### config.mk
export PLATFORM = sky130hd
export DESIGN_NAME = mux_rr_sched
export DESIGN_NICKNAME = d
export VERILOG_FILES = /design/src/rtl/mux_rr_sched.sv
export SDC_FILE = /design/constraint.sdc
export NUM_CORES = 1
export LEC_CHECK = 0
export ABC_AREA = 1
export BUFFER_PORTS_ARGS = -buffer_cell sky130_fd_sc_hd__buf_4
export CAP_MARGIN = 30
export CELL_PAD_IN_SITES_DETAIL_PLACEMENT = 2
export CELL_PAD_IN_SITES_GLOBAL_PLACEMENT = 2
export CORE_MARGIN = 2
export CORE_UTILIZATION = 26
export CTS_CLUSTER_DIAMETER = 200
export DETAILED_ROUTE_END_ITERATION = 7
export PLACE_DENSITY_LB_ADDON = 0.1
export SYNTH_ARGS = -nofsm -noshare
export SYNTH_HDL_FRONTEND = slang
export SYNTH_SLANG_ARGS = --single-unit
### constraint.sdc
create_clock -name clk -period 2.7 [get_ports clk]
set_input_delay 0.81 -clock clk [delete_from_list [all_inputs] [get_ports clk]]
set_output_delay 0.81 -clock clk [all_outputs]
set_load 0.05 [all_outputs]
### src/rtl/mux_rr_sched.sv
// mux_rr_sched: round-robin scheduler driving the select of a shared DW-bit
// mux. One winner is picked among NREQ requesters, its word is captured into
// out_data and held under a valid/ready handshake until accepted.
//
// Optional feature, enabled by defining MUX_RR_SCHED_LOCK_EN:
//   adds a 'lock' input giving the current winner burst ownership for up to
//   8 consecutive transfers without advancing the round-robin pointer.
module mux_rr_sched #(
    parameter int NREQ = 4,
    parameter int DW   = 4,
    localparam int SW  = $clog2(NREQ)
) (
    input  logic               clk,
    input  logic               rst,
    input  logic [NREQ-1:0]    req,
    input  logic [NREQ*DW-1:0] req_data,
    output logic [NREQ-1:0]    gnt,
    output logic [SW-1:0]      sel,
    output logic [DW-1:0]      out_data,
    output logic               out_valid,
    input  logic               out_ready,
    output logic               busy
`ifdef MUX_RR_SCHED_LOCK_EN
    ,
    input  logic               lock
`endif
);

    // IDLE waits for a request, ARB is the arbitration step (entered in the
    // same cycle a request is seen, so it never persists as a register value),
    // HOLD keeps the captured word until the consumer accepts it.
    typedef enum logic [1:0] {
        ST_IDLE = 2'd0,
        ST_ARB  = 2'd1,
        ST_HOLD = 2'd2
    } state_t;

    state_t            state_r;
    logic [SW-1:0]     ptr_r;
    logic [NREQ-1:0]   gnt_r;
    logic [SW-1:0]     sel_r;
    logic [DW-1:0]     data_r;
    logic              valid_r;
    logic              busy_r;

    logic              accept_s;
    logic [SW:0]       pick_s;
    logic              hit_s;
    logic [SW-1:0]     win_s;
    logic              grant_s;
    logic [SW-1:0]     gidx_s;
    logic [SW-1:0]     ptr_nxt_s;
    logic              lock_go_s;

`ifdef MUX_RR_SCHED_LOCK_EN
    logic [2:0]        burst_r;
    logic [2:0]        burst_nxt_s;
`endif

    // Round-robin search: first set request at or after pointer p, wrapping
    // modulo NREQ. Returns {found, index}.
    function automatic logic [SW:0] rr_pick(input logic [NREQ-1:0] r,
                                            input logic [SW-1:0]   p);
        logic          found;
        logic [SW-1:0] idx;
        logic [SW-1:0] cand;
        found = 1'b0;
        idx   = {SW{1'b0}};
        for (int o = 0; o < NREQ; o++) begin
            cand = SW'((int'(p) + o) % NREQ);
            if (!found && r[cand]) begin
                found = 1'b1;
                idx   = cand;
            end else begin
                found = found;
            end
        end
        return {found, idx};
    endfunction

    // Next pointer after a grant to index i, wrapping NREQ-1 back to 0
    // (NREQ need not be a power of two).
    function automatic logic [SW-1:0] ptr_inc(input logic [SW-1:0] i);
        if (i == SW'(NREQ - 1)) begin
            return {SW{1'b0}};
        end else begin
            return i + SW'(1);
        end
    endfunction

    assign accept_s = valid_r & out_ready;
    assign pick_s   = rr_pick(req, ptr_r);
    assign hit_s    = pick_s[SW];
    assign win_s    = pick_s[SW-1:0];

`ifdef MUX_RR_SCHED_LOCK_EN
    // Burst re-grant: consumer accepts, lock held, winner still requesting and
    // fewer than 8 transfers in the current burst.
    assign lock_go_s = (state_r == ST_HOLD) && accept_s && lock &&
                       req[sel_r] && (burst_r != 3'd7);
`else
    assign lock_go_s = 1'b0;
`endif

    // Decide whether a grant is issued at the next edge, to whom, and how the
    // pointer (and burst counter) moves.
    always_comb begin
        grant_s   = 1'b0;
        gidx_s    = win_s;
        ptr_nxt_s = ptr_r;
`ifdef MUX_RR_SCHED_LOCK_EN
        burst_nxt_s = burst_r;
`endif
        case (state_r)
            ST_IDLE, ST_ARB: begin
                if (hit_s) begin
                    grant_s   = 1'b1;
                    gidx_s    = win_s;
                    ptr_nxt_s = ptr_inc(win_s);
`ifdef MUX_RR_SCHED_LOCK_EN
                    burst_nxt_s = 3'd0;
`endif
                end else begin
                    grant_s = 1'b0;
                end
            end
            ST_HOLD: begin
                if (lock_go_s) begin
                    grant_s   = 1'b1;
                    gidx_s    = sel_r;
                    ptr_nxt_s = ptr_r;
`ifdef MUX_RR_SCHED_LOCK_EN
                    burst_nxt_s = burst_r + 3'd1;
`endif
                end else if (accept_s && hit_s) begin
                    grant_s   = 1'b1;
                    gidx_s    = win_s;
                    ptr_nxt_s = ptr_inc(win_s);
`ifdef MUX_RR_SCHED_LOCK_EN
                    burst_nxt_s = 3'd0;
`endif
                end else begin
                    grant_s = 1'b0;
                end
            end
            default: begin
                grant_s = 1'b0;
            end
        endcase
    end

    // Scheduler state and registered outputs; reset has priority over all.
    always_ff @(posedge clk) begin
        if (rst) begin
            state_r <= ST_IDLE;
            ptr_r   <= {SW{1'b0}};
            gnt_r   <= {NREQ{1'b0}};
            sel_r   <= {SW{1'b0}};
            data_r  <= {DW{1'b0}};
            valid_r <= 1'b0;
            busy_r  <= 1'b0;
        end else if (grant_s) begin
            state_r <= ST_HOLD;
            ptr_r   <= ptr_nxt_s;
            gnt_r   <= {{(NREQ-1){1'b0}}, 1'b1} << gidx_s;
            sel_r   <= gidx_s;
            data_r  <= req_data[gidx_s*DW +: DW];
            valid_r <= 1'b1;
            busy_r  <= 1'b1;
        end else if ((state_r != ST_HOLD) || accept_s) begin
            state_r <= ST_IDLE;
            gnt_r   <= {NREQ{1'b0}};
            valid_r <= 1'b0;
            busy_r  <= 1'b0;
        end else begin
            gnt_r   <= {NREQ{1'b0}};
        end
    end

`ifdef MUX_RR_SCHED_LOCK_EN
    // Burst length counter for locked ownership.
    always_ff @(posedge clk) begin
        if (rst) begin
            burst_r <= 3'd0;
        end else begin
            burst_r <= burst_nxt_s;
        end
    end
`endif

    assign gnt       = gnt_r;
    assign sel       = sel_r;
    assign out_data  = data_r;
    assign out_valid = valid_r;
    assign busy      = busy_r;

endmodule
# Yosys cells after proc, flatten, opt, wreduce, memory -nomap -nowiden
# Index checks and enable logic that the tools add are counted.
# op_classes
add_sub_neg	4
mul	0
n_div	0
order_cmp	4
n_eq_ne	3
shifts	2
n_mux	27
n_bitwise	3
reduce_logical	13
# op_table
operator	n
two-way mux 2 bit	9
variable part select 16 x 5 -> 4 bit	1
less-than comparator 2 x 3 -> 1 bit, second input constant	4
two-way mux 1 bit	12
binary-select mux 1 bit (select 2 bit)	4
adder 2 x 1 -> 2 bit, second input constant	2
adder 2 bit, second input constant	2
logical AND 1 bit	4
inequality test 2 bit, second input constant	2
one-hot mux 2 bit (2 select lines)	1
AND reduction 4 bit	1
nonzero test 2 bit	2
left shift 1 x 2 -> 4 bit, first input constant	1
zero test 1 bit	3
equality test 2 bit, second input constant	1
zero test 2 bit	1
inverter 1 bit	2
one-hot mux 1 bit (2 select lines)	1
OR reduction 2 bit	1
AND 1 bit	1
logical OR 1 bit	1
# word_totals
reg_bits	14
latch_bits	0
ram_bits	0
romBits	0
inputBits	23
wordCells	62
memories	0

# Longest topological paths before layout
# Gate-level depths: netlist (run 1).
# depth
depth_word	17
depth_mapped	17
depth_no_buf	15

# Least setup slack after synthesis (run 1)
# No wires, ideal clock.
# synth_timing
path_kind	input to register
startpoint	in req[3]
endpoint	reg data_r[0], in the netlist out_data[0]
setup_time_ps	118
t_arrival_ps	1834
path_slack_ps	748
cell_stages	11
n_path_buf	1
cell_sequence	inv_1 > nand2_2 > nand3_2 > nand2_2 > nor2_4 > nand3_4 > nand2_2 > inv_2 > buf_2 > o21ai_0 > nor2_1
# synth_via
elab_chain_len	15
# synth_rtl
item	line	rtl
from (decl)	15	input logic [NREQ-1:0] req,
parallel branches: the longest is 15 deep, another holds binary-select mux 1 bit (select 2 bit)	n/a	
to (signal assigned)	159	data_r <= {DW{1'b0}};
to (signal assigned)	167	data_r <= req_data[gidx_s*DW +: DW];
to (decl)	42	logic [DW-1:0] data_r;
# Several ways; the timed one is not identified. The select of a mux whose other input is x is not followed.
# A chain may end at the register's enable or synchronous reset.

# Worst setup path in the final report (run 1)
# layout_timing
startpoint	in req[2]
endpoint	reg data_r[2], in the netlist out_data[2]
# The elaborated chain is that of the path after synthesis.

==> results.toml, run 1 <==
[final_layout]
nets = 213
n_fill_cell = 450
antenna_cells = 0
instances_no_fill = 237
drive_gt1_share_pct = 32.3
area_growth_pct = 33.6

[synth]
synth_top_area_cell = "dfxtp_1"
synth_area_leaders = "dfxtp_1 (27%), nand2_1 (19%), nand3_1 (12%)"
yosysWarnings = 0
ys_seq_area_share_pct = 27.2
yosysMostFrequentCell = "nand2_1"
synth-seq-cells = 13
synth_top_area_share_pct = 27.2
synthFlopType = "dfxtp_1"
syn_inst = 155
ys_top_cells_by_count = "nand2_1 (48), nand3_1 (22), inv_1 (17)"
yosysUniqueCellTypes = 21
async_flop_share_pct = 0
syn_nets = 178
synth_area_um2 = 956
synth_edf_count = 0
syn_avg_cell_area_um2 = 6.17

[floorplanning]
start_util_pct = 26.5
rows = 22
core_mm2 = 0.00361
chipHeight_um = 64.6
dieWidth_um = 64.6
dieArea_mm2 = 0.00418
io_pins = 35

[placed_design]
io_buffers = 34
gp_congestion = 0.739
dpl.hpwl_um = 2720
dp.cells = 233
dp_slack_ns = 0.259

[drt]
drc_errors = 0
vias_per_cell = 4.53
wl_per_cell_um = 14.1
ant_nets = 0
wirelength_um = 3340
vias = 1074
firstDrtPassIters = 4
initialDrtViolationCount = 13

[global_routing]
antenna_found_initial = 0
grt_start_max_net_pins = 13
first_global_vias = 1227
grt_usage_pct = 17.4
grt_overflow = 0
grt_pass1_wl_um = 5620

[worst_setup_path]
arrival_ns = 2.30
worstSetupStartpointType = "input pin"
crit_buf_inv = 3
crit_family = "simple AND/OR/NAND/NOR gates"
path_max_fanout = 12
crit_chain = "buf_4, inv_1, nand2_2, nand3_2, nand2_2, nor2_4, nand3_4, nand3_2, inv_1, nand3_1, nand2_1, nor2_1, nor2_1"
end_kind = "register"
cpPeakStageDelay_ns = 0.23
r2r-start = "ptr_r[0]$_SDFFE_PP0P_"
crit_path_top_delay_cell = "nand3_2"
cp.required_ns = 2.83
cp-startpoint = "req[2]"
path_class = "in -> reg"

[sta]
setup_viol = 0
finalHoldViolCount = 0
worst_slack_ns = 0.530
setup_tns_ns = 0
max-slew-margin-rel_pct = 81.5
period_share_pct = 80.4
min_period_ns = 2.17
fmax_ghz = 0.461
skew_ns = 0.00230
rsz0062_at_grt = "no"
tightest_slew_ns = 0.277
drv_slew = 0

[clock_tree]
cts.sink_count = 13
cts_resized = 0
ctsHoldBuffers = 0
cts_root_buf = "clkbuf_8"
post_cts_buffers = 0
ctsHtreeMaxLevel = 1
worstSkewPairLatency_ns = 0.24
ctsLongestPathBuffers = 2
numCtsBuffers = 3
clk_pin_slew_worst_paths_ns = 0.06
cts_tree = "built"

[pwr]
ir_drop_mv = 0.517
p_leak_nw = 0.712
powerDensity_mw_per_mm2 = 1390

[worst_hold_path]
hold_path_class = "reg -> reg"
min_from = "sel[0]$_SDFFE_PP0P_"

[run_status]
status = "completed"

[run]
max_cap_viol_count = 0
-- path summary, 6_finish.rpt --
path	cells past startpoint	slack, ns	end
worst max-delay path	13	0.53	out_data[2]$_SDFFE_PP0P_
worst min-delay path	2	0.51	sel[0]$_SDFFE_PP0P_
worst max register to register	14	0.60	out_data[1]$_SDFFE_PP0P_
worst min register to register	2	0.51	sel[0]$_SDFFE_PP0P_
-- per-stage QoR --
| stage | total power [mW] | instance area, um2 | hold slack, ns | utilization [%] |
|---|---|---|---|---|
| finish | 1.77 | 1280 | 0.505 | 35.4 |
| global route | 1.94 | 1280 | 0.546 | 35.4 |
| CTS | 1.80 | 1280 | 0.524 | 35.4 |
| detailed placement | 1.61 | 1230 | 0.510 | 34.2 |
| global placement | 1.56 | 1230 | 0.483 | 34.2 |
| floorplan | 1.32 | 956 | 0.585 | - |
-- metal layers --
layer	routed length, um	up-vias	global-route usage [%]
li1	-	552	-
met1	1560	496	21.7
met2	1640	24	31.5
met3	114	2	2.26
met4	17	0	3.99
met5	0	-	0
-- sequential cells by signal (all words and copies together), names as in the netlist --
name	cells
gnt	4
out_data	4
ptr_r	2
sel	2
state_r	1
-- worst reg2reg max path: stages, from the launching register on --
cell,delay (ns)
dfxtp_1,0.47
inv_2,0.17
nand2_1,0.11
nand2_2,0.08
nand2_1,0.08
nand2_1,0.08
nand2_1,0.11
nand2_1,0.08
nand2_1,0.08
nand3_2,0.21
inv_1,0.23
nand3_1,0.11
nand2_1,0.09
nor2_1,0.04
nor2_1,0.07
-- power breakdown --
part	total [mW]	switching (mW)	internal (mW)	leakage, nW
combinational	1.28	0.905	0.376	0.582
clock	0.171	0.0666	0.104	0.0228
sequential	0.321	0.0534	0.267	0.108
total	1.77	1.02	0.747	0.712
-- kinds of logic (layout without fill, tap and decap cells) --
kind of cell,after synthesis,in the layout,synth area share [%]
simple gates,106,106,54.2
buf+inv,26,60,13.1
flops,13,13,27.2
compound gates,10,10,5.50
-- cell type report --
| type | count | area (um2) | share of cell area, % |
|---|---|---|---|
| multi-input cells | 116 | 571 | 44.7 |
| repair buffers | 35 | 263 | 20.6 |
| flip-flops and latches | 13 | 260 | 20.4 |
| inverters | 21 | 78.8 | 6.17 |
| well taps | 48 | 60.1 | 4.70 |
| clock buffers | 4 | 45.0 | 3.53 |
-- cell usage in the layout, fill, tap and decap left out, drive strengths merged --
master / instances
nor3: 2
nand3: 26
and2: 1
buf: 35
o21ai: 6
nor2: 17
dfxtp: 13
inv: 21
nand2: 58
clkbuf: 4
a21oi: 3
nand4: 2
a211oi: 1
(Power assumes the default switching activity.)
==> inputs of run 2 (changes only) <==
CORE_UTILIZATION = 22   (was 26)
clock period = 1.85 ns   (was 2.7 ns; I/O delays follow)
==> run 2 against run 1 <==
  * Combinational power increased by 110%
  * First-iteration DRC count up 150%
  * Register-to-register slack got worse by 0.51 ns
  * Power grew 94%
  * Non-clock buffer count up 14
  * Via count is 9.3% higher
  * Final cell count up 7.6%
  * Clock skew about the same
  * Critical endpoint is now out_data[1]$_SDFFE_PP0P_
  * Largest power group unchanged
==> results.toml, run 2 (synthesized netlist as in run 1, its figures left out) <==
[run_status]
status = "completed"

[placed_design]
io_buffers = 34
dpl.hpwl_um = 2950
gp_congestion = 0.800
dp_slack_ns = -0.246
placed_area_mm2 = 0.00133

[final_layout]
final_cell_mix = "buf_4 (44), nand2_1 (27), nand2_2 (20)"
finalInstanceArea_mm2 = 0.00162
final_common_cell = "buf_4"
drive_gt1_share_pct = 55.1
final_util_pct = 39.6
antenna_cells = 0
nets = 229
area_growth_pct = 69.4

[drt]
wirelength_um = 3860
ant_nets = 0
firstDrtPassIters = 3
wl_per_cell_um = 15.1
initialDrtViolationCount = 32
vias = 1174
drc_errors = 0
vias_per_cell = 4.60

[floorplanning]
io_pins = 35
rows = 23
start_util_pct = 23.4
dieArea_mm2 = 0.00489
chipHeight_um = 69.9
core_mm2 = 0.00409
dieWidth_um = 69.9

[sta]
period_share_pct = 94.9
min_period_ns = 1.76
drv_slew = 0
finalHoldViolCount = 0
max-slew-margin-rel_pct = 83.6
worst_slack_ns = 0.0943
setup_viol = 0
fmax_ghz = 0.570
tightest_slew_ns = 0.245
skew_ns = 0.00273

[clock_tree]
worstSkewPairLatency_ns = 0.24
ctsLongestPathBuffers = 2
cts.sink_count = 13
clk_pin_slew_worst_paths_ns = 0.06
numCtsBuffers = 3
cts_tree = "built"
ctsHtreeMaxLevel = 1
ctsHoldBuffers = 0
cts_root_buf = "clkbuf_8"

[worst_hold_path]
hold_path_class = "in -> reg"
hold_depth = 2
min_from = "rst"
hold_end = "ptr_r[0]$_SDFFE_PP0P_"

[worst_setup_path]
arrival_ns = 1.89
worstSetupStartpointType = "register"
crit_cells = 14
crit_path_top_delay_cell = "dfxtp_4"
cpPeakStageDelay_ns = 0.37
cp.required_ns = 1.98
r2r-start = "ptr_r[0]$_SDFFE_PP0P_"
crit_chain = "buf_6, nand2_2, nand2_2, nand2_2, nand2_4, nor2_4, nand3_4, nand3_4, buf_6, nand2_1, nand3_1, nand2_1, nor2_1, nor2_1"
r2r_setup_slack_ns = 0.09
path_class = "reg -> reg"
crit_family = "simple AND/OR/NAND/NOR gates"
path_max_fanout = 7
cp-startpoint = "ptr_r[0]$_SDFFE_PP0P_"
cpMostUsedCell = "nand2_2"
crit_buf_inv = 2
end_kind = "register"
r2r_cells = 14
r2r-end = "out_data[1]$_SDFFE_PP0P_"

[global_routing]
grt_overflow = 0
first_global_vias = 1232
grt_start_max_net_pins = 13
grt_usage_pct = 14.7
antenna_found_initial = 0
grt_pass1_wl_um = 5910

[pwr]
ir_drop_mv = 0.858
p_leak_nw = 0.853
powerDensity_mw_per_mm2 = 2120

[run]
max_cap_viol_count = 0
## run 2: metal layers
| metal | vias up | global-route usage [%] | share of wire (%) |
|---|---|---|---|
| li1 | 592 | - | - |
| met1 | 559 | 20.4 | 47 |
| met2 | 21 | 23.6 | 50 |
| met3 | 2 | 2.31 | 2.6 |
| met4 | 0 | 4.06 | 0.52 |
| met5 | - | 0 | 0 |
## run 2: report_power, final
part	leakage [nW]	switching (mW)	internal, mW	total, mW
combinational	0.722	1.69	1.01	2.70
sequential	0.109	0.0845	0.401	0.485
clock	0.0228	0.103	0.152	0.255
total	0.853	1.88	1.56	3.44
## run 2: timing repair
item | in CTS | in global routing
setup buffers | 0 | 2
pin swaps | 0 | 18
cloned | 0 | 2
setup endpoints to repair | 8 | 12
endpoints found under the hold margin | 0 | 0
gates resized for setup | 5 | 63
## run 2: through the flow
step	hold WS [ns]	total power, mW	std cells	TNS [ns]
after floorplan	0.585	1.92	155	0
after global placement	0.478	2.55	247	-0.733
after detailed placement	0.500	2.63	247	-2.09
after CTS	0.493	2.95	251	0
after global routing	0.495	3.73	255	-0.0366
final	0.498	3.44	255	0
## run 2: area by class of cell
type / instances / area (um2)
Timing Repair Buffer: 49 / 387
Sequential cell: 13 / 268
Multi-Input combinational cell: 117 / 757
Clock buffer: 4 / 45.0
Inverter: 21 / 93.8
Tap cell: 50 / 62.6
Timing Repair inverter: 1 / 6.26
Fill cell: 494 / 2470
## run 2: how the worst max path moves through the flow
stage,end,slack [ns]
finish,out_data[1]$_SDFFE_PP0P_,0.09
floorplan,out_data[0]$_SDFFE_PP0P_,0.15
detailed placement,out_data[1]$_SDFFE_PP0P_,-0.25
global route,out_data[3]$_SDFFE_PP0P_,-0.02
global placement,out_data[3]$_SDFFE_PP0P_,-0.12
CTS,out_data[3]$_SDFFE_PP0P_,0.005
